### config.mk
export PLATFORM = sky130hd
export DESIGN_NAME = instr_fetch
export DESIGN_NICKNAME = d
export VERILOG_FILES = /design/src/rtl/instr_fetch.sv
export SDC_FILE = /design/constraint.sdc
export NUM_CORES = 1
export LEC_CHECK = 0
export ABC_AREA = 1
export ABC_CLOCK_PERIOD_IN_PS = 2700
export CAP_MARGIN = 10
export CELL_PAD_IN_SITES_DETAIL_PLACEMENT = 2
export CELL_PAD_IN_SITES_GLOBAL_PLACEMENT = 2
export CORE_MARGIN = 3
export CORE_UTILIZATION = 27
export DETAILED_ROUTE_END_ITERATION = 12
export HOLD_SLACK_MARGIN = 0.08
export PLACE_DENSITY = 0.83
export SKIP_LAST_GASP = 1
export SLEW_MARGIN = 0
export SYNTH_ARGS = -nofsm -noshare
export SYNTH_HDL_FRONTEND = slang
export SYNTH_SLANG_ARGS = --single-unit
### constraint.sdc
create_clock -name clk -period 2.7 [get_ports clk]
set_clock_uncertainty 0.05 [all_clocks]
set_input_delay 0.27 -clock clk [delete_from_list [all_inputs] [get_ports clk]]
set_output_delay 0.27 -clock clk [all_outputs]
set_load 0.02 [all_outputs]
### src/rtl/instr_fetch.sv
// -----------------------------------------------------------------------------
// instr_fetch
//   Instruction fetch sequencer for the BasicCPU front end. Holds the program
//   counter, reads a two-byte instruction (opcode, then operand) over a
//   ready-based memory handshake, and presents the assembled instruction to
//   decode through a valid/ack handshake.
//
// Ports
//   clk          clock, all state changes on posedge
//   reset        synchronous, active-low reset
//   pc_load      load pc_load_val into pc and abort any fetch in progress
//   pc_load_val  jump target
//   halt         1 = do not start new fetches
//   mem_rd       read request, held until mem_rdy
//   mem_addr     read address, stable while mem_rd=1
//   mem_rdy      memory returns mem_data this cycle
//   mem_data     read data, sampled when mem_rd & mem_rdy
//   ir           {opcode, operand}, stable while ir_valid=1
//   ir_valid     ir holds a complete instruction
//   ir_ack       decode consumed ir
//   pc           address of the next byte to fetch
// -----------------------------------------------------------------------------
module instr_fetch #(
    parameter int unsigned ADDR_WIDTH = 8,
    parameter int unsigned DATA_WIDTH = 8,
    parameter int unsigned RESET_PC   = 0
) (
    input  logic                    clk,
    input  logic                    reset,
    input  logic                    pc_load,
    input  logic [ADDR_WIDTH-1:0]   pc_load_val,
    input  logic                    halt,
    output logic                    mem_rd,
    output logic [ADDR_WIDTH-1:0]   mem_addr,
    input  logic                    mem_rdy,
    input  logic [DATA_WIDTH-1:0]   mem_data,
    output logic [2*DATA_WIDTH-1:0] ir,
    output logic                    ir_valid,
    input  logic                    ir_ack,
    output logic [ADDR_WIDTH-1:0]   pc
);

    localparam int unsigned IR_WIDTH = 2 * DATA_WIDTH;
    localparam logic [ADDR_WIDTH-1:0] PC_RST = ADDR_WIDTH'(RESET_PC);

    typedef enum logic [1:0] {
        IDLE = 2'd0,
        OP   = 2'd1,
        ARG  = 2'd2,
        HOLD = 2'd3
    } state_t;

    state_t                state;
    logic [ADDR_WIDTH-1:0] pc_inc;

    // Next sequential byte address; wraps silently at the top of memory.
    assign pc_inc = pc + ADDR_WIDTH'(1);

    // Fetch sequencer: reset > pc_load > normal handshake progress.
    always_ff @(posedge clk) begin
        if (!reset) begin
            state    <= IDLE;
            pc       <= PC_RST;
            mem_addr <= PC_RST;
            mem_rd   <= 1'b0;
            ir       <= IR_WIDTH'(0);
            ir_valid <= 1'b0;
        end else if (pc_load) begin
            // Jump aborts any fetch; a byte returned this cycle is discarded.
            state    <= IDLE;
            pc       <= pc_load_val;
            mem_addr <= pc_load_val;
            mem_rd   <= 1'b0;
            ir_valid <= 1'b0;
        end else begin
            case (state)
                IDLE: begin
                    if (!halt) begin
                        state    <= OP;
                        mem_rd   <= 1'b1;
                        mem_addr <= pc;
                    end
                end
                OP: begin
                    // Opcode byte; request stays up for the operand.
                    if (mem_rdy) begin
                        ir[IR_WIDTH-1:DATA_WIDTH] <= mem_data;
                        pc       <= pc_inc;
                        mem_addr <= pc_inc;
                        state    <= ARG;
                    end
                end
                ARG: begin
                    if (mem_rdy) begin
                        ir[DATA_WIDTH-1:0] <= mem_data;
                        pc       <= pc_inc;
                        mem_rd   <= 1'b0;
                        ir_valid <= 1'b1;
                        state    <= HOLD;
                    end
                end
                HOLD: begin
                    // halt only gates the start of the next instruction.
                    if (ir_ack) begin
                        ir_valid <= 1'b0;
                        if (!halt) begin
                            mem_rd   <= 1'b1;
                            mem_addr <= pc;
                            state    <= OP;
                        end else begin
                            state    <= IDLE;
                        end
                    end
                end
                default: state <= IDLE;
            endcase
        end
    end

endmodule

Yosys cells after proc, flatten, opt, wreduce, memory -nomap -nowiden
Index checks and enable logic that the tools add are counted.
{"block": "totals", "out_inout_bits": 34, "wordCells": 54, "input_bits": 22, "register_bits": 36}
{"block": "op_classes", "muxes": 20, "reduce_logical": 15, "n_eq_ne": 9, "bitwise": 2, "add_sub_neg": 1}
{"operator": "8-bit two-way mux", "n": 6}
{"operator": "8-bit case mux with 3 select lines", "n": 1}
{"operator": "3-bit AND reduction", "n": 5}
{"operator": "8-bit by 1-bit adder with 8-bit output, second input constant", "n": 1}
{"operator": "2-bit two-way mux", "n": 4}
{"operator": "2-bit inequality test, second input constant", "n": 4}
{"operator": "2-bit case mux with 4 select lines", "n": 1}
{"operator": "1-bit two-way mux", "n": 6}
{"operator": "3-bit inequality test, second input constant", "n": 2}
{"operator": "2-bit nonzero test", "n": 3}
{"operator": "2-bit equality test, second input constant", "n": 2}
{"operator": "4-bit AND reduction", "n": 1}
{"operator": "4-bit nonzero test", "n": 1}
{"operator": "2-bit OR reduction", "n": 2}
{"operator": "1-bit case mux with 3 select lines", "n": 1}
{"operator": "3-bit nonzero test", "n": 1}
{"operator": "2-bit by 1-bit equality test with 1-bit output, second input constant", "n": 1}
{"operator": "2-bit logical NOT", "n": 1}
{"operator": "1-bit NOT", "n": 2}
{"operator": "1-bit case mux with 2 select lines", "n": 1}
{"operator": "2-bit AND reduction", "n": 1}

Logic depth before layout (Yosys ltp)
Gate-level depths: netlist of the first run.
{"block": "depth", "depth_word": 4, "mapped_depth": 9, "depth_no_buf": 9}

Least setup slack after synthesis of the first run
OpenSTA, ideal clock, no wires.
{"block": "synth_timing", "path_type": "reg2reg", "startpoint": "reg state[1]", "endpoint": "reg mem_addr[3]", "period_less_slack_ns": 1.515, "n_path_buf": 0, "setup_ns": 0.117, "arrival_ns": 1.348, "setup_slack_ns": 1.185, "path_stages_with_launch": 9, "required_time_ns": 2.533, "path_cell_list": "dfxtp_1 > inv_1 > ha_1 > inv_1 > nand3_1 > nand2_4 > nor2_8 > o21ai_0 > nor2_1"}
{"block": "synth_via", "elab_chain_cells": 3, "elab_cells_between_ends": 9, "cone_classes": "4 x eq/ne; 2 x mux; 3 x reduce/logical"}
{"item": "from (decl)", "line": "53", "source": "state_t state;"}
{"item": "from (signal assigned)", "line": "62", "source": "state <= IDLE;"}
{"item": "from (signal assigned)", "line": "70", "source": "state <= IDLE;"}
{"item": "from (signal assigned)", "line": "79", "source": "state <= OP;"}
{"item": "2-bit equality test, or another cell as far along", "line": "76", "source": "case (state)"}
{"item": "3-bit inequality test (no source line), or another cell as far along"}
{"item": "3-bit AND reduction (no source line) or 8-bit two-way mux (tied branches)"}
{"item": "to (signal assigned)", "line": "72", "source": "mem_addr <= pc_load_val;"}
{"item": "to (signal assigned)", "line": "81", "source": "mem_addr <= pc;"}
{"item": "to (signal assigned)", "line": "89", "source": "mem_addr <= pc_inc;"}
{"item": "to (decl)", "line": "34", "source": "output logic [ADDR_WIDTH-1:0] mem_addr,"}
Several ways; a longest one is shown, not always the timed one.
A chain may end at the register's enable or synchronous reset.

Worst setup path after layout of the first run
{"block": "layout_timing", "startpoint": "reg state[1]", "endpoint": "reg mem_addr[4]"}
Same word-level chain as after synthesis.

==> flow_summary.rst, run 1 <==
.. list-table::
   :header-rows: 1

   * - Metric
     - Value
   * - Number of diodes
     - 0
   * - Area growth from synthesis to layout
     - 36.8%
   * - Average cell area after synthesis
     - 6.91 sq um
   * - Unique masters post-synth
     - 27
   * - Aggregate routed wire length
     - 6.93 mm
   * - H-tree lvl count
     - 2
   * - Half-perimeter wire length of the detailed placement result
     - 5.32 mm
   * - Global-route wire length before repair
     - 11.5 mm
   * - Slack of the critical path
     - 689 ps
   * - Setup CP Type
     - reg -> reg
   * - Number of synthesized flops with an enable pin
     - 0
   * - Met3 global-route usage
     - 0.0250
   * - Most area-consuming cells after synthesis
     - dfxtp_1 (37%), nand2_1 (11%), a21oi_1 (8.8%), inv_1 (7.9%), o21ai_0 (7.2%)
   * - Filler-free cell count of the finished design
     - 433
   * - Antenna violations before repair
     - 0
   * - Final total negative setup slack
     - 0 ps
   * - Initial core utilization
     - 0.283
   * - Insertion delay to the later sink of the worst-skew pair
     - 290 ps
   * - Pre-CTS worst setup slack
     - 721 ps
   * - Per-cell via count in the routed design
     - 4.69
   * - Number of DRC violations after detailed routing
     - 0
   * - Yosys warning count
     - 0
   * - Largest area contributor in the netlist
     - dfxtp_1
   * - Overall power after layout
     - 1.36 mW
   * - Residual overflow from global routing
     - 0
   * - Count of port buffers added during placement
     - 55
   * - Sinks on Clock Net
     - 36
   * - Pin count of the biggest net entering global routing
     - 29
   * - Worst Setup End Kind
     - register
   * - Flop and latch count out of synthesis
     - 36
   * - Number of nets in the layout
     - 365
   * - Part of the Yosys area used for sequential elements
     - 0.371
   * - Normalized max-slew margin
     - 0.774
   * - Aggregate global-route resource usage
     - 0.174
   * - # resized after CTS
     - 0
   * - Post-synth net total
     - 310
   * - Cell Area, Synth
     - 1940 sq um
   * - Width of the die
     - 90.8 um
   * - Most congested layer reported by global routing
     - met2
   * - Run status
     - completed
   * - Share of cells above drive strength 1
     - 0.0653
   * - Count of nets left with antenna violations after detail routing
     - 0
   * - Final Slew Violations
     - 0
   * - Most repeated cell in the gate-level netlist after synthesis
     - nand2_1
   * - Synthesized instance count
     - 281
   * - Cts bufs inserted
     - 5
   * - Vias in the first global route
     - 2243
   * - Actual slew at the worst max-slew pin
     - 339 ps
   * - Setup repair after global routing missed its margin
     - false
   * - Final hold vios
     - 0
   * - Minimum clock period after layout
     - 2010 ps
   * - Floorplan Core Area
     - 6870 sq um
   * - Cell types with the highest counts after synthesis
     - nand2_1 (56), inv_1 (41), dfxtp_1 (36)
   * - Max IR drop VDD
     - 0.000158 V
   * - Cell leakage power
     - 1.06 nW
   * - Final setup vio count
     - 0
   * - Quantity of hold-fixing buffers added after cts
     - 0
   * - Share of the synthesized area in the top cell type
     - 0.371
   * - TritonCTS clock tree
     - done
   * - CP Data Required Time
     - 2830 ps
   * - Path class of the lowest-slack min-delay path
     - reg -> reg
   * - Main flop type after synthesis
     - dfxtp_1
   * - Number of post-CTS setup repair buffers
     - 0
   * - Area of the die
     - 8250 sq um
   * - Count of cells along the worst hold path
     - 2
   * - Standard-cell rows
     - 30
   * - Clock root buffer
     - clkbuf_8
   * - Routability cong.
     - 0.774
   * - Worst-path maximum fanout
     - 12
   * - Post-route fraction of the period consumed by the critical path
     - 0.745
   * - Number of cells on the worst reg-to-reg path
     - 9
   * - # placed instances
     - 425
   * - Crit start category
     - register
   * - FFs w/ async S/R, synth
     - 0
   * - Global routing usage on met1
     - 0.213
   * - Highest achievable clock rate
     - 497 MHz
   * - Number of DRC violations after detailed-routing iteration 0
     - 61
   * - Signal arrival time at the worst endpoint
     - 2140 ps
   * - Max-cap viol count
     - 0
   * - Length of the first detailed-routing pass in iterations
     - 4
   * - Wire length per cell
     - 16.0 um
   * - CTS max path bufs
     - 2
   * - Met2 GRT Util
     - 0.310
   * - Clock-pin slew reported for the worst setup and hold paths after clock tree synthesis
     - 80 ps
   * - Total number of vias
     - 2032
   * - Power Density
     - 511 nW/um^2
   * - WHS
     - 407 ps
   * - Vertical die dimension
     - 90.8 um
   * - I/O pin total
     - 56
[worst paths after layout]
path                               from  slack, ps                        to
setup / recovery  state[1]$_SDFFE_PP0P_        690  mem_addr[4]$_SDFFE_PN0P_
hold / removal       ir[7]$_SDFFE_PN0P_        410        ir[7]$_SDFFE_PN0P_
setup reg to reg  state[1]$_SDFFE_PP0P_        690  mem_addr[4]$_SDFFE_PN0P_
hold reg to reg      ir[7]$_SDFFE_PN0P_        410        ir[7]$_SDFFE_PN0P_
[registers in the layout, summed over array words and instances (netlist names)]
name	flops
ir	16
mem_addr	8
pc	8
state	2
ir_valid	1
mem_rd	1
[critical path, stage by stage, from the launching register on]
cell and delay (ps):
dfxtp_1 410, inv_1 130, ha_1 200, buf_4 190
inv_1 250, nand3_1 190, nand2_4 160, nor2_8 60
o21ai_0 170, nor2_1 80
[cell usage in the layout (no fill, tap or decap), types with 2 or more instances in the layout]
| master | synthesis | final |
|---|---|---|
| ha_1 | 7 | 7 |
| o21bai_1 | 4 | 4 |
| clkbuf_8 | 0 | 6 |
| nand3_2 | 4 | 4 |
| clkdlybuf4s50_1 | 0 | 55 |
| nand2_4 | 2 | 2 |
| nand3_1 | 14 | 14 |
| dfxtp_1 | 36 | 36 |
| a21oi_1 | 34 | 34 |
| o21ai_1 | 2 | 2 |
| o21ai_0 | 28 | 28 |
| inv_1 | 41 | 41 |
| a31oi_1 | 4 | 4 |
| nor3_1 | 6 | 6 |
| nor2_1 | 23 | 23 |
| nand2_1 | 56 | 56 |
| inv_2 | 3 | 3 |
| buf_4 | 2 | 3 |
[power by group]
part | switching (mW) | internal (mW)
Clock | 0.210 | 0.208
Combinational | 0.195 | 0.146
Sequential | 0.0324 | 0.566
Total | 0.438 | 0.920
[cell families after synthesis]
group / Yosys count / synth area share
xor gates and xnor gates: 1 / 0.00451
DFF: 36 / 0.371
and+or+nand+nor: 110 / 0.260
adders and majority gates: 7 / 0.0451
AOI/OAI and AO/OA: 73 / 0.197
buffers and inverters: 54 / 0.122
[stage by stage]
stage	utilization	instance area, sq um
after global placement	0.373	2560
after detailed placement	0.373	2560
after global routing	0.387	2660
after CTS	0.387	2660
final	0.387	2660
after floorplan	-	1940
[routing by layer]
layer | vias up | wire, um
li1 | 1015 | -
met1 | 968 | 3110
met2 | 36 | 3500
met3 | 13 | 188
met4 | 0 | 133
met5 | - | 0
[cell type report]
| type | instances | area, sq um |
|---|---|---|
| Fill cell | 829 | 4210 |
| Multi-Input combinational cell | 191 | 983 |
| Sequential cell | 36 | 721 |
| Timing Repair Buffer | 58 | 573 |
| Inverter | 44 | 165 |
| Tap cell | 96 | 120 |
| Clock buffer | 7 | 86.3 |
| Clock inverter | 1 | 7.51 |
No activity file was read; power rests on OpenSTA's default activity.
==> run 2, diff against run 1 <==
- ABC_CLOCK_PERIOD_IN_PS: 2700 -> 1700
- CORE_UTILIZATION: 27 -> 23
- PLACE_DENSITY: 0.83 -> 0.75
- clock period: 2.7 -> 1.7 ns (I/O delays scaled with it)
==> run 2 against run 1 <==
Effect of this change:
- cell area grew 4.4%
- critical path depth is 8 lower
- clock power is 100% higher
- wire length down 3.9%
- hold slack got worse by 6.7 ps
- sequential cell count did not move
- sequential power rose by 59%
- count of clock-buffer cells in the layout unchanged
- setup slack got worse by 590 ps
- sequential share of layout area shrank 0.96 points
- global-route usage is 3.2 points lower
- core utilization fell by 3.9 points
- critical path type is now reg -> out
- largest cell class unchanged
- largest power group unchanged
- highest routed layer unchanged
==> flow_summary.rst, run 2 (same netlist as run 1, synthesis figures left out) <==
.. list-table::
   :header-rows: 1

   * - Metric
     - Value
   * - Run status
     - completed
   * - Highest achievable clock rate
     - 626 MHz
   * - Half-perimeter wire length of the detailed placement result
     - 5.02 mm (-5.5%)
   * - Registers with the most flip-flops
     - ir (16), mem_addr (8), pc (8)
   * - Final setup vio count
     - 0 (unchanged)
   * - Max-cap viol count
     - 0 (unchanged)
   * - Switching share of total power
     - 0.293 (-0.0291)
   * - Signal arrival time at the worst endpoint
     - 1380 ps (-760 ps)
   * - Path class of the lowest-slack min-delay path
     - reg -> reg
   * - Max IR drop VDD
     - 0.000305 V (+93%)
   * - Max reg flops
     - 16 (unchanged)
   * - Standard-cell rows
     - 32 (+6.7%)
   * - Number of DRC violations after detailed routing
     - 0 (unchanged)
   * - CP Data Required Time
     - 1480 ps (-1350 ps)
   * - Area growth from synthesis to layout
     - 42.8%
   * - Floorplan Core Area
     - 7970 sq um (+16%)
   * - Final Slew Violations
     - 0 (unchanged)
   * - Cell leakage power
     - 1.13 nW (+7.0%)
   * - Buf/Inv on CP
     - 1 (-2)
   * - Worst Setup End Kind
     - output port
   * - Clock-pin slew reported for the worst setup and hold paths after clock tree synthesis
     - 80 ps (about the same)
   * - WHS
     - 400 ps (-6.68 ps)
   * - Global-route wire length before repair
     - 11.1 mm (-3.8%)
   * - Setup CP Type
     - reg -> out
   * - Family with the most delay on the worst path
     - buffers and inverters
   * - Number of diodes
     - 0 (unchanged)
   * - Worst-path maximum fanout
     - 5 (-7)
   * - Final hold vios
     - 0 (unchanged)
   * - Leading cell types in the layout, fill and taps excluded
     - nand2_1 (56), clkdlybuf4s50_1 (53), inv_1 (40), a21oi_1 (34), dfxtp_1 (32)
   * - Pin count of the biggest net entering global routing
     - 29 (unchanged)
   * - Vias in the first global route
     - 2199 (-2.0%)
   * - Global routing usage on met1
     - 0.194 (-0.0182)
   * - Vertical die dimension
     - 97.9 um (+7.8%)
   * - H-tree lvl count
     - 2 (unchanged)
   * - Per-cell via count in the routed design
     - 4.59 (-2.3%)
   * - Share of cells above drive strength 1
     - 0.108 (+0.0423)
   * - Number of DRC violations after detailed-routing iteration 0
     - 45 (-26%)
   * - Power Density
     - 850 nW/um^2 (+66%)
   * - Routability cong.
     - 0.761 (-1.6%)
   * - Clock share of power
     - 0.361 (+0.053)
   * - Normalized max-slew margin
     - 0.776 (+0.00167)
   * - Setup repair after global routing missed its margin
     - true
   * - Logic pwr share
     - 0.237 (-0.014)
   * - Most common cell after layout, fill and taps aside
     - nand2_1
   * - Area of the die
     - 9580 sq um (+16%)
   * - Fraction of power consumed by sequential logic
     - 0.403 (-0.038)
   * - CTS max path bufs
     - 2 (unchanged)
   * - Minimum clock period after layout
     - 1600 ps
   * - Sinks on Clock Net
     - 36 (unchanged)
   * - Number of post-CTS setup repair buffers
     - 0 (unchanged)
   * - Most congested layer reported by global routing
     - met2
   * - TritonCTS clock tree
     - done
   * - Count of nets left with antenna violations after detail routing
     - 0 (unchanged)
   * - Met2 GRT Util
     - 0.236 (-0.0745)
   * - Slowest library cell on the worst path
     - clkdlybuf4s50_1
   * - Post-layout util
     - 0.348 (-0.0387)
   * - Aggregate global-route resource usage
     - 0.142 (-0.0319)
   * - Worst-path cell chain
     - clkdlybuf4s50_1
   * - Residual overflow from global routing
     - 0 (unchanged)
   * - Crit start category
     - register
   * - Wire length per cell
     - 14.9 um (-6.7%)
   * - Post-route fraction of the period consumed by the critical path
     - 0.940
   * - Total number of vias
     - 2045 (+0.64%)
   * - Switching component of the power
     - 691 uW (+58%)
   * - Int Power
     - 1.67 mW (+81%)
   * - Crit-path max cell delay
     - 670 ps (+260 ps)
   * - Width of the die
     - 97.9 um (+7.8%)
   * - Number of nets in the layout
     - 372 (+1.9%)
   * - Cts bufs inserted
     - 5 (unchanged)
   * - Length of the first detailed-routing pass in iterations
     - 4 (unchanged)
   * - Met3 global-route usage
     - 0.0264 (+0.00143)
   * - Actual slew at the worst max-slew pin
     - 336 ps (-2.58 ps)
   * - Clock root buffer
     - clkbuf_8
   * - Number of inserted filler cells in the final layout
     - 968 (+17%)
   * - Initial core utilization
     - 0.244 (-0.0390)
   * - Count of port buffers added during placement
     - 55 (unchanged)
   * - I/O pin total
     - 56 (unchanged)
   * - Insertion delay to the later sink of the worst-skew pair
     - 290 ps (about the same)
   * - Aggregate routed wire length
     - 6.66 mm (-3.9%)
   * - Antenna violations before repair
     - 0 (unchanged)
   * - Register with the most flip-flops
     - ir
-- run 2: cell count changes in the layout (fill, tap and decap cells not counted), moves of 2 or more --
| cell | delta |
|---|---|
| buf_4 | +6 |
| dfxtp_1 | -4 |
| dfxtp_2 | +4 |
| clkdlybuf4s50_1 | -2 |
| ha_1 | -2 |
| ha_2 | +2 |
-- run 2: per-layer routing --
layer  part of all wire  vias to the layer above
met5                  0                        -
met4             0.0069                        0
met2               0.45                       45
met3              0.037                        5
met1               0.50                      972
li1                   -                     1023
-- run 2: worst paths after layout --
| kind | from | to | slack [ps] | cells past startpoint |
|---|---|---|---|---|
| max | pc[4]$_SDFFE_PN0P_ | pc[4] | 100 | 1 |
| min | ir[5]$_SDFFE_PN0P_ | ir[5]$_SDFFE_PN0P_ | 400 | 2 |
| max reg2reg | state[1]$_SDFFE_PP0P_ | mem_addr[3]$_SDFFE_PN0P_ | 130 | 9 |
| min reg2reg | ir[5]$_SDFFE_PN0P_ | ir[5]$_SDFFE_PN0P_ | 400 | 2 |
-- run 2: power groups by stage --
stage / clock network [mW] / logic [mW] / registers [mW]
5_1_grt: 0.916 / 0.620 / 0.960
2_1_floorplan: 0 / 0.253 / 1.02
4_1_cts: 0.887 / 0.567 / 0.948
3_3_place_gp: 0 / 0.548 / 0.965
3_5_place_dp: 0 / 0.563 / 0.967
6_report: 0.851 / 0.557 / 0.949
-- run 2: worst register-to-register path, stage by stage, from the launching register on --
cell and delay (ps):
dfxtp_2 380, inv_2 80, ha_2 200, buf_12 150, nand3_2 80, nand2_4 110
nor2_8 180, inv_2 80, nor2_1 110, nor2_1 50
-- run 2: layout make-up --
cell class | instances | area [sq um] | area share
sequential | 36 | 726 | 0.262
clock buffer | 7 | 96.3 | 0.0347
clock inverter | 1 | 30.0 | 0.0108
inverter | 44 | 165 | 0.0596
timing repair buffer | 65 | 639 | 0.231
multi-input combinational | 191 | 988 | 0.356
tap | 102 | 128 | 0.0460
-- run 2: stage by stage --
| stage | total power [mW] | setup slack [ps] | instances | setup TNS, ps | instance area (sq um) |
|---|---|---|---|---|---|
| 3_5_place_dp | 1.53 | -26.4 | 438 | -76.3 | 2640 |
| 5_1_grt | 2.50 | -10.2 | 446 | -10.2 | 2770 |
| 6_report | 2.36 | 102 | 446 | 0 | 2770 |
| 4_1_cts | 2.40 | 23.5 | 446 | 0 | 2760 |
| 3_3_place_gp | 1.51 | 35.2 | 438 | 0 | 2640 |
| 2_1_floorplan | 1.27 | 185 | 281 | 0 | 1940 |
-- run 2: timing repair --
| item | 4_1_cts | 5_1_grt |
|---|---|---|
| hold endpoints to repair | 0 | 0 |
| endpoints found under the setup margin | 5 | 24 |
| gates resized for setup | 2 | 7 |
| pin swaps | 0 | 0 |
| hold buffers | 0 | 0 |
==> run 3, diff against run 2 <==
- CELL_PAD_IN_SITES_DETAIL_PLACEMENT: 2 -> 1
- CELL_PAD_IN_SITES_GLOBAL_PLACEMENT: 2 -> 1
- CORE_UTILIZATION: 23 -> 30
==> run 3 against run 2 <==
Effect of this change:
- clock power decreased by 9.0%
- hold slack got worse by 3.6 ps
- setup slack got worse by 49 ps
- power decreased by 4.0%
- wire length decreased by 12%
- via count decreased by 2.0%
- sequential cell count unchanged
- die area decreased by 22%
- highest routed layer unchanged
- final cell count decreased by 6.7%
==> flow_summary.rst, run 3 (same netlist as run 1, synthesis figures left out) <==
.. list-table::
   :header-rows: 1

   * - Metric
     - Value
   * - Quantity of hold-fixing buffers added after cts
     - 0 (unchanged)
   * - Reg area
     - 724 sq um (-0.17%)
   * - Number of inserted filler cells in the final layout
     - 782 (-19%)
   * - Normalized max-slew margin
     - 0.790 (+0.0140)
   * - Power Density
     - 840 nW/um^2 (-1.2%)
   * - TritonCTS clock tree
     - done
   * - Filler-free cell count of the finished design
     - 416 (-6.7%)
   * - CP Data Required Time
     - 1480 ps (about the same)
   * - Most common cell after layout, fill and taps aside
     - nand2_1
   * - Residual overflow from global routing
     - 0 (unchanged)
   * - Insertion delay to the later sink of the worst-skew pair
     - 290 ps (about the same)
   * - Global-route wire length before repair
     - 9.90 mm (-11%)
   * - Standard-cell rows
     - 28 (-13%)
   * - Startpoint of the worst register-to-register path
     - state[1]$_SDFFE_PP0P_
   * - Aggregate routed wire length
     - 5.88 mm (-12%)
   * - Final setup vio count
     - 0 (unchanged)
   * - Total number of vias
     - 2005 (-2.0%)
   * - Multi-input combinational cell area
     - 1000 sq um (+1.3%)
   * - Length of the first detailed-routing pass in iterations
     - 4 (unchanged)
   * - Max reg flops
     - 16 (unchanged)
   * - Number of cells on the worst reg-to-reg path
     - 9 (unchanged)
   * - Number of diodes
     - 0 (unchanged)
   * - Max-cap viol count
     - 0 (unchanged)
   * - Worst-path maximum fanout
     - 5 (unchanged)
   * - Clock-pin slew reported for the worst setup and hold paths after clock tree synthesis
     - 80 ps (about the same)
   * - Max IR drop VDD
     - 0.000425 V (+39%)
   * - Width of the die
     - 86.5 um (-12%)
   * - Overall power after layout
     - 2.26 mW (-4.0%)
   * - Pin count of the biggest net entering global routing
     - 29 (unchanged)
   * - Worst Setup End Kind
     - output port
   * - Actual slew at the worst max-slew pin
     - 315 ps (-20.9 ps)
   * - Worst Hold Path EP
     - ir[13]$_SDFFE_PN0P_
   * - # placed instances
     - 408 (-6.8%)
   * - Leading cell types in the layout, fill and taps excluded
     - nand2_1 (56), clkdlybuf4s50_1 (55), inv_1 (41), a21oi_1 (34), dfxtp_1 (33)
   * - Endpoint of the most critical register-to-register path
     - mem_addr[4]$_SDFFE_PN0P_
   * - Area of the die
     - 7470 sq um (-22%)
   * - Count of port buffers added during placement
     - 55 (unchanged)
   * - Clock root buffer
     - clkbuf_8
   * - H-tree lvl count
     - 2 (unchanged)
   * - Sinks on Clock Net
     - 36 (unchanged)
   * - Minimum clock period after layout
     - 1650 ps (+48.6 ps)
   * - Run status
     - completed
   * - Count of cells along the worst hold path
     - 2 (unchanged)
   * - Crit start category
     - register
   * - Cts bufs inserted
     - 5 (unchanged)
   * - Final total negative setup slack
     - 0 ps (unchanged)
   * - Setup CP Type
     - reg -> out
   * - Path class of the lowest-slack min-delay path
     - reg -> reg
   * - Start point of the worst min-delay path
     - ir[13]$_SDFFE_PN0P_
   * - Slack of the worst reg-to-reg path
     - 80 ps (-50 ps)
   * - Count of nets left with antenna violations after detail routing
     - 0 (unchanged)
   * - Routability cong.
     - 0.783 (+2.9%)
   * - Aggregate global-route resource usage
     - 0.167 (+0.0246)
   * - Final hold vios
     - 0 (unchanged)
   * - Highest achievable clock rate
     - 607 MHz (-2.9%)
   * - Register with the most flip-flops
     - ir
   * - Final Slew Violations
     - 0 (unchanged)
   * - Signal arrival time at the worst endpoint
     - 1430 ps (+50 ps)
   * - Vertical die dimension
     - 86.5 um (-12%)
   * - Cell leakage power
     - 1.09 nW (-3.7%)
   * - CTS max path bufs
     - 2 (unchanged)
   * - Number of nets in the layout
     - 369 (-0.81%)
   * - Area growth from synthesis to layout
     - 38.8%
   * - Per-cell via count in the routed design
     - 4.82 (+5.1%)
   * - Setup repair after global routing missed its margin
     - true
   * - Post-route fraction of the period consumed by the critical path
     - 0.969 (+0.0286)
   * - Initial core utilization
     - 0.319 (+0.0748)
   * - Number of DRC violations after detailed routing
     - 0 (unchanged)
   * - Registers with the most flip-flops
     - ir (16), mem_addr (8), pc (8)
   * - Share of cells above drive strength 1
     - 0.0909 (-0.0166)
   * - Antenna violations before repair
     - 0 (unchanged)
   * - Floorplan Core Area
     - 6100 sq um (-23%)
   * - Wire length per cell
     - 14.1 um (-5.4%)
   * - I/O pin total
     - 56 (unchanged)
   * - Half-perimeter wire length of the detailed placement result
     - 4.44 mm (-12%)
   * - Vias in the first global route
     - 2123 (-3.5%)
   * - Number of DRC violations after detailed-routing iteration 0
     - 73 (+62%)
run 3: cell count changes in the layout (fill, tap and decap cells not counted), sizes merged:
cell           delta
dlygate4sd2       -1
buf               -3
clkinv            +1
dlymetal6s2s      -1
clkbuf            -1
clkdlybuf4s50     +2
run 3: through the flow:
step	util	setup WS (ps)	hold WS [ps]	instance area, sq um
2_1_floorplan	-	185	294	1940
3_3_place_gp	0.421	96.9	382	2570
3_5_place_dp	0.421	10.2	387	2570
4_1_cts	0.439	18.2	398	2680
5_1_grt	0.442	-16.4	413	2700
6_report	0.442	53.0	396	2700
run 3: worst max path at each step:
stage                          start                        to  slack (ps)
2_1_floorplan  state[1]$_SDFFE_PP0P_  mem_addr[3]$_SDFFE_PN0P_         180
3_3_place_gp   state[1]$_SDFFE_PP0P_  mem_addr[4]$_SDFFE_PN0P_         100
3_5_place_dp   state[1]$_SDFFE_PP0P_  mem_addr[4]$_SDFFE_PN0P_          10
4_1_cts           pc[2]$_SDFFE_PN0P_                     pc[2]          20
5_1_grt        state[1]$_SDFFE_PP0P_  mem_addr[2]$_SDFFE_PN0P_         -20
6_report          pc[0]$_SDFFE_PN0P_                     pc[0]          50
run 3: worst max-delay path: stages (launching register included):
cell and delay (ps):
dfxtp_1 380, buf_4 160, clkdlybuf4s50_1 600
run 3: repair_timing:
item | CTS | global route
buffers inserted | 0 | 0
endpoints found under the setup margin | 1 | 22
resized for setup | 1 | 8
pin swaps | 0 | 0
run 3: layout make-up:
| class | count | share of cell area |
|---|---|---|
| Clock buffer | 6 | 0.0269 |
| Clock inverter | 2 | 0.0130 |
| Inverter | 44 | 0.0613 |
| Tap cell | 75 | 0.0348 |
| Multi-Input combinational cell | 191 | 0.371 |
| Sequential cell | 36 | 0.269 |
| Timing Repair Buffer | 62 | 0.224 |
run 3: routing by layer:
| layer | global-route usage | share of wire | up-vias |
|---|---|---|---|
| li1 | - | - | 1022 |
| met1 | 0.197 | 0.45 | 938 |
| met2 | 0.297 | 0.50 | 35 |
| met3 | 0.0342 | 0.036 | 10 |
| met4 | 0.0581 | 0.016 | 0 |
| met5 | 0 | 0 | - |
run 3: power by group:
group | switching (mW) | internal (mW) | leakage (nW)
logic | 0.300 | 0.243 | 0.740
registers | 0.0468 | 0.900 | 0.296
clock network | 0.338 | 0.436 | 0.0552
total | 0.684 | 1.58 | 1.09
